===== config.mk =====
export PLATFORM = sky130hd
export DESIGN_NAME = uart_tx_flat
export DESIGN_NICKNAME = d
export VERILOG_FILES = /design/src/rtl/uart_tx_if.sv /design/src/rtl/uart_tx.sv /design/src/flat_wrapper.sv
export SDC_FILE = /design/constraint.sdc
export NUM_CORES = 1
export LEC_CHECK = 0
export CAP_MARGIN = 20
export CORE_MARGIN = 3
export CORE_UTILIZATION = 57
export CTS_CLUSTER_DIAMETER = 30
export DETAILED_ROUTE_END_ITERATION = 8
export GPL_TIMING_DRIVEN = 1
export PLACE_DENSITY = 0.8
export SLEW_MARGIN = 0
export SYNTH_ARGS = -nofsm -noshare
export SYNTH_HDL_FRONTEND = slang
export SYNTH_SLANG_ARGS = --single-unit

===== constraint.sdc =====
create_clock -name clk -period 2.47 [get_ports clk]
set_clock_uncertainty 0.05 [all_clocks]
set_input_delay 0.247 -clock clk [delete_from_list [all_inputs] [get_ports clk]]
set_output_delay 0.247 -clock clk [all_outputs]
set_load 0.01 [all_outputs]

===== src/rtl/uart_tx_if.sv =====
// uart_tx_if: byte handshake to uart_tx; source drives txData/txValid, transmitter drives txReady/txBusy
interface uart_tx_if #(parameter int DATA_BITS = 8);
  logic [DATA_BITS-1:0] txData;
  logic txValid;
  logic txReady;
  logic txBusy;
  modport master(output txData, txValid, input txReady, txBusy);
  modport slave(input txData, txValid, output txReady, txBusy);
endinterface


===== src/rtl/uart_tx.sv =====
// uart_tx: UART transmitter; clk, rst (async active-low), baudEn (oversample tick), bus (byte handshake), txd (serial line, idle high)
module uart_tx #(
  parameter int OVERSAMPLE = 16,
  parameter int DATA_BITS = 8,
  parameter int PARITY = 0,
  parameter int STOP_BITS = 1
) (
  input logic clk,
  input logic rst,
  input logic baudEn,
  uart_tx_if.slave bus,
  output logic txd
);
  localparam int TW = OVERSAMPLE > 1 ? $clog2(OVERSAMPLE) : 1;
  localparam int BW = DATA_BITS > 1 ? $clog2(DATA_BITS) : 1;
  localparam logic [TW-1:0] LAST_TICK = TW'(OVERSAMPLE - 1);
  localparam logic [BW-1:0] LAST_BIT = BW'(DATA_BITS - 1);
  typedef enum logic [2:0] {IDLE, ARM, START, DATA, PAR, STOP} state_t;
  state_t state, state_nxt;
  logic [TW-1:0] tick;
  logic [BW-1:0] bit_cnt;
  logic stop_cnt;
  logic [DATA_BITS-1:0] shreg;
  logic par, rdy, busy, txd_nxt, rdy_nxt, busy_nxt;
  logic accept, bit_end, last_data, last_stop;
  assign accept = bus.txValid && rdy;
  assign bit_end = baudEn && tick == LAST_TICK;
  assign last_data = bit_cnt == LAST_BIT;
  assign last_stop = stop_cnt == 1'(STOP_BITS - 1);
  assign bus.txReady = rdy;
  assign bus.txBusy = busy;
  always_ff @(posedge clk or negedge rst)
    if (!rst) begin
      state <= IDLE;
      tick <= '0;
      bit_cnt <= '0;
      stop_cnt <= 1'b0;
      shreg <= '0;
      par <= 1'b0;
      txd <= 1'b1;
      rdy <= 1'b1;
      busy <= 1'b0;
    end else begin
      state <= state_nxt;
      txd <= txd_nxt;
      rdy <= rdy_nxt;
      busy <= busy_nxt;
      tick <= (state == IDLE || state == ARM || bit_end) ? '0 : tick + TW'(baudEn);
      bit_cnt <= state != DATA ? '0 : bit_cnt + BW'(bit_end);
      stop_cnt <= state == STOP ? stop_cnt ^ bit_end : 1'b0;
      shreg <= accept ? bus.txData : (state == DATA && bit_end) ? shreg >> 1 : shreg;
      par <= accept ? (PARITY == 1 ? ~^bus.txData : ^bus.txData) : par;
    end
  always_comb begin
    state_nxt = state;
    case (state)
      IDLE: state_nxt = accept ? ARM : IDLE;
      ARM: state_nxt = baudEn ? START : ARM;
      START: state_nxt = bit_end ? DATA : START;
      DATA: state_nxt = (bit_end && last_data) ? (PARITY != 0 ? PAR : STOP) : DATA;
      PAR: state_nxt = bit_end ? STOP : PAR;
      STOP: state_nxt = (bit_end && last_stop) ? IDLE : STOP;
      default: state_nxt = IDLE;
    endcase
  end
  always_comb begin
    txd_nxt = txd;
    rdy_nxt = rdy;
    busy_nxt = busy;
    case (state)
      IDLE: begin
        txd_nxt = 1'b1;
        rdy_nxt = !accept;
        busy_nxt = accept;
      end
      ARM: txd_nxt = baudEn ? 1'b0 : txd;
      START: txd_nxt = bit_end ? shreg[0] : txd;
      DATA: txd_nxt = !bit_end ? txd : !last_data ? shreg[1] : PARITY != 0 ? par : 1'b1;
      PAR: txd_nxt = bit_end ? 1'b1 : txd;
      STOP: begin
        rdy_nxt = bit_end && last_stop;
        busy_nxt = !(bit_end && last_stop);
      end
      default: begin
        txd_nxt = 1'b1;
        rdy_nxt = 1'b1;
        busy_nxt = 1'b0;
      end
    endcase
  end
endmodule


===== src/flat_wrapper.sv =====
// flat-port wrapper written by rule: the top's interface ports become plain ports
module uart_tx_flat 
#(
  parameter int OVERSAMPLE = 16,
  parameter int DATA_BITS = 8,
  parameter int PARITY = 0,
  parameter int STOP_BITS = 1
)
  (clk, rst, baudEn, txd, bus_txData, bus_txValid, bus_txReady, bus_txBusy);
  uart_tx_if #(.DATA_BITS(DATA_BITS)) bus_i ();
  input logic clk;
  input logic rst;
  input logic baudEn;
  output logic txd;
  input wire logic [$bits(bus_i.txData)-1:0] bus_txData;
  input wire logic [$bits(bus_i.txValid)-1:0] bus_txValid;
  output wire logic [$bits(bus_i.txReady)-1:0] bus_txReady;
  output wire logic [$bits(bus_i.txBusy)-1:0] bus_txBusy;
  assign bus_i.txData = bus_txData;
  assign bus_i.txValid = bus_txValid;
  assign bus_txReady = bus_i.txReady;
  assign bus_txBusy = bus_i.txBusy;
  uart_tx #(.OVERSAMPLE(OVERSAMPLE), .DATA_BITS(DATA_BITS), .PARITY(PARITY), .STOP_BITS(STOP_BITS)) u_core (.clk(clk), .rst(rst), .baudEn(baudEn), .bus(bus_i), .txd(txd));
endmodule

# Yosys cells after proc, flatten, opt, wreduce, memory -nomap -nowiden
# Cells that the tools add are included.
[classes]
addsub = 2
n_eq_ne = 12
muxes = 20
bitwise_logic = 3
n_reduce_logical = 13
[ops]
columns = ["op", "count"]
rows = [
  ["one-hot mux 3 bit (6 select lines)", 1],
  ["2-to-1 mux 8 bit", 2],
  ["equality test 3 bit, second input constant", 3],
  ["2-to-1 mux 1 bit", 9],
  ["2-to-1 mux 3 bit", 3],
  ["equality test 3 x 2 -> 1 bit, second input constant", 2],
  ["!= test 2 x 1 -> 1 bit, second input constant", 3],
  ["one-hot mux 1 bit (3 select lines)", 2],
  ["logical AND 1 bit", 5],
  ["one-hot mux 1 bit (5 select lines)", 1],
  ["AND reduction 5 bit", 1],
  ["adder 4 x 1 -> 4 bit", 1],
  ["equality test 4 bit, second input constant", 1],
  ["2-to-1 mux 4 bit", 1],
  ["OR reduction 4 bit", 1],
  ["adder 3 x 1 -> 3 bit", 1],
  ["equality test 3 x 1 -> 1 bit, second input constant", 1],
  ["zero test 3 bit", 1],
  ["!= test 3 x 2 -> 1 bit, second input constant", 1],
  ["zero test 1 bit", 2],
  ["logical OR 1 bit", 2],
  ["2-to-1 mux 2 bit", 1],
  ["!= test 2 bit, second input constant", 1],
  ["NOT 1 bit", 2],
  ["other kinds (2)", 2],
]
[word_totals]
regBits = 22
input_bits = 12
output_inout_bits = 3
elab_cells = 58

# Logic depth before layout (Yosys ltp)
# Gate-level depths: netlist of the first run.
[logic_depth]
word_depth = 5
depth_mapped = 6
ltp_nobuf = 6

# Least setup slack after synthesis of the first run
# No wires, ideal clock.
[synth_timing]
path_kind = "register -> register"
from = "register u_core.tick[3]"
to = "register u_core.bit_cnt[1]"
setup_time_ns = 0.120
t_arrival_ns = 1.352
t_required_ns = 2.300
setup_slack_ns = 0.948
path_stages_with_launch = 6
n_path_buf = 0
synth_period_minus_slack_ns = 1.522
cell_sequence = "dfrtp_1 -> nand3_1 -> nor2_1 -> and2_1 -> ha_1 -> and3_2"
[synth_between]
elab_chain_cells = 4
[synth_lines]
columns = ["element", "line_no", "source"]
rows = [
  ["from (decl)", "uart_tx.sv:20", "logic [TW-1:0] tick;"],
  ["from (signal assigned)", "uart_tx.sv:48", "tick <= (state == IDLE || state == ARM || bit_end) ? '0 : tick + TW'(baudEn);"],
  ["equality test 4 bit", "uart_tx.sv:27", "assign bit_end = baudEn && tick == LAST_TICK;"],
  ["logical AND 1 bit", "uart_tx.sv:27", ""],
  ["adder 3 x 1 -> 3 bit", "uart_tx.sv:49", "bit_cnt <= state != DATA ? '0 : bit_cnt + BW'(bit_end);"],
  ["2-to-1 mux 3 bit", "uart_tx.sv:49", ""],
  ["to (signal assigned)", "uart_tx.sv:49", ""],
  ["to (decl)", "uart_tx.sv:21", "logic [BW-1:0] bit_cnt;"],
]
# No other way between the ends.
# A chain may end at the register's enable or synchronous reset.

# Final worst setup path of the first run
[layout_timing]
from = "register u_core.rdy, in the netlist u_core.bus.txReady"
to = "output port bus_txReady"
[layout_lines]
columns = ["element", "line_no", "source"]
rows = [
  ["from (decl)", "uart_tx.sv:24", "logic par, rdy, busy, txd_nxt, rdy_nxt, busy_nxt;"],
  ["from (signal assigned)", "uart_tx.sv:46", "rdy <= rdy_nxt;"],
  ["to (decl)", "flat_wrapper.sv:17", "output wire logic [$bits(bus_i.txReady)-1:0] bus_txReady;"],
]
# No word-level cell between the ends.

==> qor.txt, run 1 <==
Final worst path period need - 1710 ps
Final weighted congestion in routability-driven placement - 0.834
Setup violations, final - 0
Maximum clock path buffer count - 2
Max-Slew Margin vs Limit - 0.605
Fillers - 141
Syn avg cell area - 10.7 sq um
Hold slack final - 243 ps
Slowest CP cell - dfstp_2
Top Family by Delay on Critical Path - flip-flops
1st-pass router iterations - 4
Yosys top cell area share - 0.442
Core area - 1800 sq um
Pins over their slew limit - 0
Mapped Nets - 121
Wire per inst - 14.4 um
Rows - 15
Synth warn - 0
Final hold violations - 0
Number of distinct library cells after synthesis - 35
Synth async-reset ratio - 1.00
N_diodes - 0
DIE WIDTH - 50.5 um
Hold_buf cts - 0
Final #Nets - 140
Initial core utilization - 0.628
Critical Path RT - 2170 ps
Final instance area - 1340 sq um
Top post-synthesis cells by area - dfrtp_1 44%, mux2i_1 6.2%, nor2_1 5.0%
Synth Flop Type - dfrtp_1
Sequential power share - 0.481
RSZ-0062 raised after global routing - false
Routed Antenna Nets - 0
Sum of negative setup slack - 0 ps
GRT Residual Overflow - 0
Share of layout cells above drive strength 1 - 0.153
Worst min path class - primary input to asynchronous set/reset pin
Clock root buffer - clkbuf_4
CP Max Fanout - 4
Status - finished clean
Clock network power share - 0.155
Combinational power share - 0.364
# resized after CTS - 0
Aggregate global-route resource usage - 0.201
Worst-Margin Slew - 593 ps
Crit Path Class - register to output port
Arrival time worst endpoint - 1410 ps
Post-synth EDFFs - 0
Num CTS Buffers - 3
Global-route wire length before repair - 3870 um
Synth cell count leaders - 20 x dfrtp_1, 15 x nor2_1, 9 x a21oi_1
Synth Cell Area - 1130 sq um
Stages on the worst setup path - 1
DR vias - 848
CTS clk-pin slew, worst paths - 120 ps
Synth-to-Final Area Change - 18.3%
DP HPWL - 1640 um
Post-synthesis sequential area ratio - 0.489
VDD IR max - 0.000550 V
DP Area - 1300 sq um
Internal power - 810 uW
Initial DRC Count - 19
Pwr/cell area - 928 nW/um^2
Mapped Cells - 106
Tcrit/Tclk final - 0.691
Worst path cell trace - clkdlybuf4s50_1
IO Count - 15
Yosys reg bits - 22
Die height - 50.5 um
Maximum clock frequency - 586 MHz
Largest area contributor in the netlist - dfrtp_1
Sw power - 431 uW
Setup crit end kind - output port
Pleak - 0.578 nW
Initial antenna violation count - 0
Via-to-Cell Ratio - 5.69
CTS tree - done
Worst path bufs/invs - 1
Most frequent cell after synthesis - dfrtp_1
CTS sink count - 22
Setup bufs post-CTS - 0
Worst-skew pair later-pin latency - 300 ps
DRC - 0
Largest net degree at the start of global routing - 23
Worst path max stage delay - 580 ps
Port buffer count - 14
H-tree Lvls - 1
Worst Reg-to-Reg Cells - 4
Vias in the first global route - 859
Final wirelength - 2140 um
Sw frac - 0.347
Die Area - 2550 sq um
Max_cap viols - 0
CP startpoint kind - register
==> kinds of logic (layout without fill, tap and decap cells) <==
logic type | after synthesis | count (layout) | synth area share
and+or+nand+nor | 35 | 35 | 0.166
buffers and inverters | 6 | 24 | 0.0276
DFF | 22 | 22 | 0.489
adders and majority gates | 3 | 3 | 0.0332
muxes | 8 | 8 | 0.0719
AOI/OAI and AO/OA | 26 | 26 | 0.166
xor gates and xnor gates | 6 | 6 | 0.0465
==> layer usage <==
metal,track usage,part of all wire
met5,0,0
met3,0.0386,0.076
met1,0.268,0.44
met4,0.0538,0.014
met2,0.333,0.47
==> metrics by stage <==
stage | power, mW | util | std cells | setup WS [ps]
2_1_floorplan | 0.910 | - | 106 | 948
3_3_place_gp | 1.04 | 0.722 | 145 | 557
3_5_place_dp | 1.06 | 0.722 | 145 | 499
4_1_cts | 1.25 | 0.742 | 149 | 753
5_1_grt | 1.34 | 0.742 | 149 | 597
6_report | 1.24 | 0.742 | 149 | 764
==> layout make-up <==
cell class                 instances  area (sq um)  area share
clock buffer                       4          36.3      0.0271
inverter                           4          15.0      0.0112
multi-input combinational         78           547       0.409
sequential                        22           553       0.413
tap                               25          31.3      0.0234
timing repair buffer              16           155       0.116
==> sequential cells by signal (all words and copies together), names as in the netlist <==
name	flops
u_core.bus.txReady	1
u_core.shreg	8
u_core.tick	4
u_core.state	3
u_core.bit_cnt	3
u_core.stop_cnt	1
u_core.bus.txBusy	1
u_core.txd	1
==> layout by cell type (no fill, tap or decap), drive strengths merged, types with 2 or more instances in the layout <==
master / Yosys / layout
a21o: 2 / 2
a21oi: 11 / 11
and2: 3 / 3
buf: 2 / 2
clkbuf: 0 / 4
clkdlybuf4s50: 0 / 14
dfrtp: 20 / 20
dfstp: 2 / 2
ha: 3 / 3
inv: 4 / 4
mux2i: 7 / 7
nand2: 3 / 3
nand3: 4 / 4
nor2: 15 / 15
nor2b: 2 / 2
nor3: 2 / 2
o21ai: 5 / 5
o31ai: 3 / 3
or2: 2 / 2
xnor2: 5 / 5
==> power groups by stage <==
stage,logic [mW],registers (mW),clock network (mW)
floorplan,0.318,0.593,0
global placement,0.440,0.599,0
detailed placement,0.451,0.607,0
CTS,0.456,0.598,0.198
global route,0.506,0.619,0.214
finish,0.452,0.597,0.192
==> final timing paths <==
kind / from / end / slack [ps]
min in group clk: u_core.bus.txBusy / u_core.bus.txBusy / 440
max reg2reg: u_core.state[1] / u_core.shreg[5] / 860
max: u_core.bus.txReady / bus_txReady / 760
min reg2reg: u_core.bus.txBusy / u_core.bus.txBusy / 440
min: rst / u_core.shreg[3] / 240
max in group asynchronous: rst / u_core.bus.txReady / 1860
No activity file was read; power rests on OpenSTA's default activity.
==> run 2: changes to the inputs <==
--- a/config.mk
+++ b/config.mk
@@ -7,11 +7,11 @@
 export LEC_CHECK = 0
 export CAP_MARGIN = 20
 export CORE_MARGIN = 3
-export CORE_UTILIZATION = 57
+export CORE_UTILIZATION = 53
 export CTS_CLUSTER_DIAMETER = 30
 export DETAILED_ROUTE_END_ITERATION = 8
 export GPL_TIMING_DRIVEN = 1
-export PLACE_DENSITY = 0.8
+export PLACE_DENSITY = 0.75
 export SLEW_MARGIN = 0
 export SYNTH_ARGS = -nofsm -noshare
 export SYNTH_HDL_FRONTEND = slang
==> constraint.sdc (replaced) <==
create_clock -name clk -period 1.6 [get_ports clk]
set_clock_uncertainty 0.05 [all_clocks]
set_input_delay 0.16 -clock clk [delete_from_list [all_inputs] [get_ports clk]]
set_output_delay 0.16 -clock clk [all_outputs]
set_load 0.01 [all_outputs]
==> run 2 against run 1 <==
Against the previous run: combinational power rose by 69%; setup slack got worse by 610 ps; register-to-register slack got worse by 710 ps; clock power rose by 59%; hold slack got worse by 110 ps; sequential share of layout area fell by 2.3 points; final cell count rose by 6.7%; routed wire length fell by 3.3%; critical path type is now register to register; largest power group unchanged.
==> qor.txt, run 2 (same netlist as run 1, synthesis figures left out) <==
Status - finished clean
Vias in the first global route - 830
Worst path cell trace - nand2_1 -> buf_4 -> o31ai_4 -> buf_12 -> nor2_1 -> a21oi_1
Crit Path Class - register to register
CP startpoint kind - register
CTS tree - done
Worst-skew pair later-pin latency - 300 ps
Maximum clock frequency - 690 MHz
Final weighted congestion in routability-driven placement - 0.834
Clock network power share - 0.154
DR vias - 828
Wire per inst - 13.0 um
Internal power - 1.31 mW
Combinational power share - 0.384
H-tree Lvls - 1
Largest registers - u_core.shreg x8, u_core.tick x4
DIE WIDTH - 52.2 um
1st-pass router iterations - 4
Setup crit end kind - register
VDD IR max - 0.000968 V
Pins over their slew limit - 0
Worst min path class - primary input to asynchronous set/reset pin
Max_cap viols - 0
CP Max Fanout - 15
Multi-input gate area in the final layout - 549 sq um
Port buffer count - 14
Final worst path period need - 1450 ps
Total power draw - 1.99 mW
CTS clk-pin slew, worst paths - 120 ps
Worst Reg-to-Reg Cells - 6
Global-route wire length before repair - 3550 um
Die Area - 2720 sq um
Flip-flop count of the largest register after layout - 8
Sequential power share - 0.463
Final hold violations - 0
Final wirelength - 2070 um
Final #Nets - 148
Pleak - 0.626 nW
N_diodes - 0
Initial antenna violation count - 0
Rows - 16
IO Count - 15
Max-Slew Margin vs Limit - 0.796
Initial DRC Count - 16
Synth-to-Final Area Change - 25.2%
Commonest non-fill, non-tap cell in the layout - dfrtp_1
Arrival time worst endpoint - 1630 ps
GRT Residual Overflow - 0
Largest net degree at the start of global routing - 23
Sw power - 681 uW
DRC - 0
RSZ-0062 raised after global routing - false
Worst path max stage delay - 410 ps
Via-to-Cell Ratio - 5.21
Aggregate global-route resource usage - 0.176
Largest Register - u_core.shreg
DP HPWL - 1510 um
Num CTS Buffers - 3
Clock root buffer - clkbuf_4
Register cell area after layout - 553 sq um
CTS sink count - 22
Pwr/cell area - 1410 nW/um^2
Critical Path RT - 1780 ps
Slowest CP cell - dfrtp_1
Maximum clock path buffer count - 2
Share of layout cells above drive strength 1 - 0.212
Die height - 52.2 um
Sum of negative setup slack - 0 ps
Fillers - 149
Sw frac - 0.342
Core area - 1980 sq um
Setup violations, final - 0
Worst-Margin Slew - 306 ps
Routed Antenna Nets - 0
Initial core utilization - 0.571
Tcrit/Tclk final - 0.906
Most frequent cells in the layout - 20 x dfrtp_1, 15 x nor2_1, 12 x clkdlybuf4s50_1
Final Core Density - 0.715
-- run 2: cell types whose count changed in the layout (fill, tap and decap cells not counted) --
cell             before  now
dlymetal6s2s_1        0    1
buf_12                0    1
nor2b_2               0    1
buf_4                 2    9
nor2b_1               2    1
dlygate4sd2_1         0    1
clkdlybuf4s50_1      14   12
-- run 2: cell type report --
cell class	instances	share of cell area
Sequential cell	22	0.390
Multi-Input combinational cell	78	0.388
Timing Repair Buffer	24	0.162
Clock buffer	4	0.0256
Tap cell	27	0.0239
Inverter	4	0.0106
-- run 2: what timing repair did --
| action | in CTS | in global routing |
|---|---|---|
| buffers inserted | 0 | 0 |
| resized for setup | 1 | 2 |
| hold buffers | 0 | 0 |
| setup endpoints to repair | 1 | 3 |
| pin swaps | 0 | 0 |
-- run 2: per-layer routing --
| layer | part of all wire | vias to the layer above | routed length, um | track usage |
|---|---|---|---|---|
| li1 | - | 427 | - | - |
| met1 | 0.49 | 377 | 1020 | 0.242 |
| met2 | 0.45 | 22 | 933 | 0.276 |
| met3 | 0.050 | 2 | 104 | 0.0370 |
| met4 | 0.0092 | 0 | 19 | 0.0596 |
| met5 | 0 | - | 0 | 0 |
-- run 2: worst max-delay path, delay by kind of cell (launching register included) --
family | cells | cell delay [ps]
compound gates | 2 | 410
flops | 1 | 410
buf+inv | 2 | 340
simple gates | 2 | 170
-- run 2: power by group through the flow --
stage                     clock network [mW]  logic (mW)  registers (mW)
after CTS                              0.309       0.776           0.922
after global placement                     0       0.759           0.922
after detailed placement                   0       0.778           0.932
after global routing                   0.335       0.873           0.947
after floorplan                            0       0.490           0.915
final                                  0.306       0.764           0.922
-- run 2: stage by stage --
step | std cells | setup WS (ps) | hold slack [ps] | instance area, sq um
CTS | 159 | 3.25 | 151 | 1410
floorplan | 106 | 77.8 | -186 | 1130
finish | 159 | 150 | 137 | 1420
detailed placement | 155 | -71.7 | 427 | 1380
global placement | 155 | -16.4 | 414 | 1380
global route | 159 | 9.15 | 148 | 1420
-- run 2: path summary, 6_finish.rpt --
| path | from | end | slack [ps] |
|---|---|---|---|
| setup / recovery | u_core.tick[2] | u_core.shreg[6] | 150 |
| hold / removal | rst | u_core.bit_cnt[0] | 140 |
| min in group clk | bus_txData[7] | u_core.shreg[7] | 400 |
| max in group asynchronous | rst | u_core.bus.txReady | 1090 |
| setup reg to reg | u_core.tick[2] | u_core.shreg[6] | 150 |
| hold reg to reg | u_core.bus.txReady | u_core.bus.txReady | 440 |
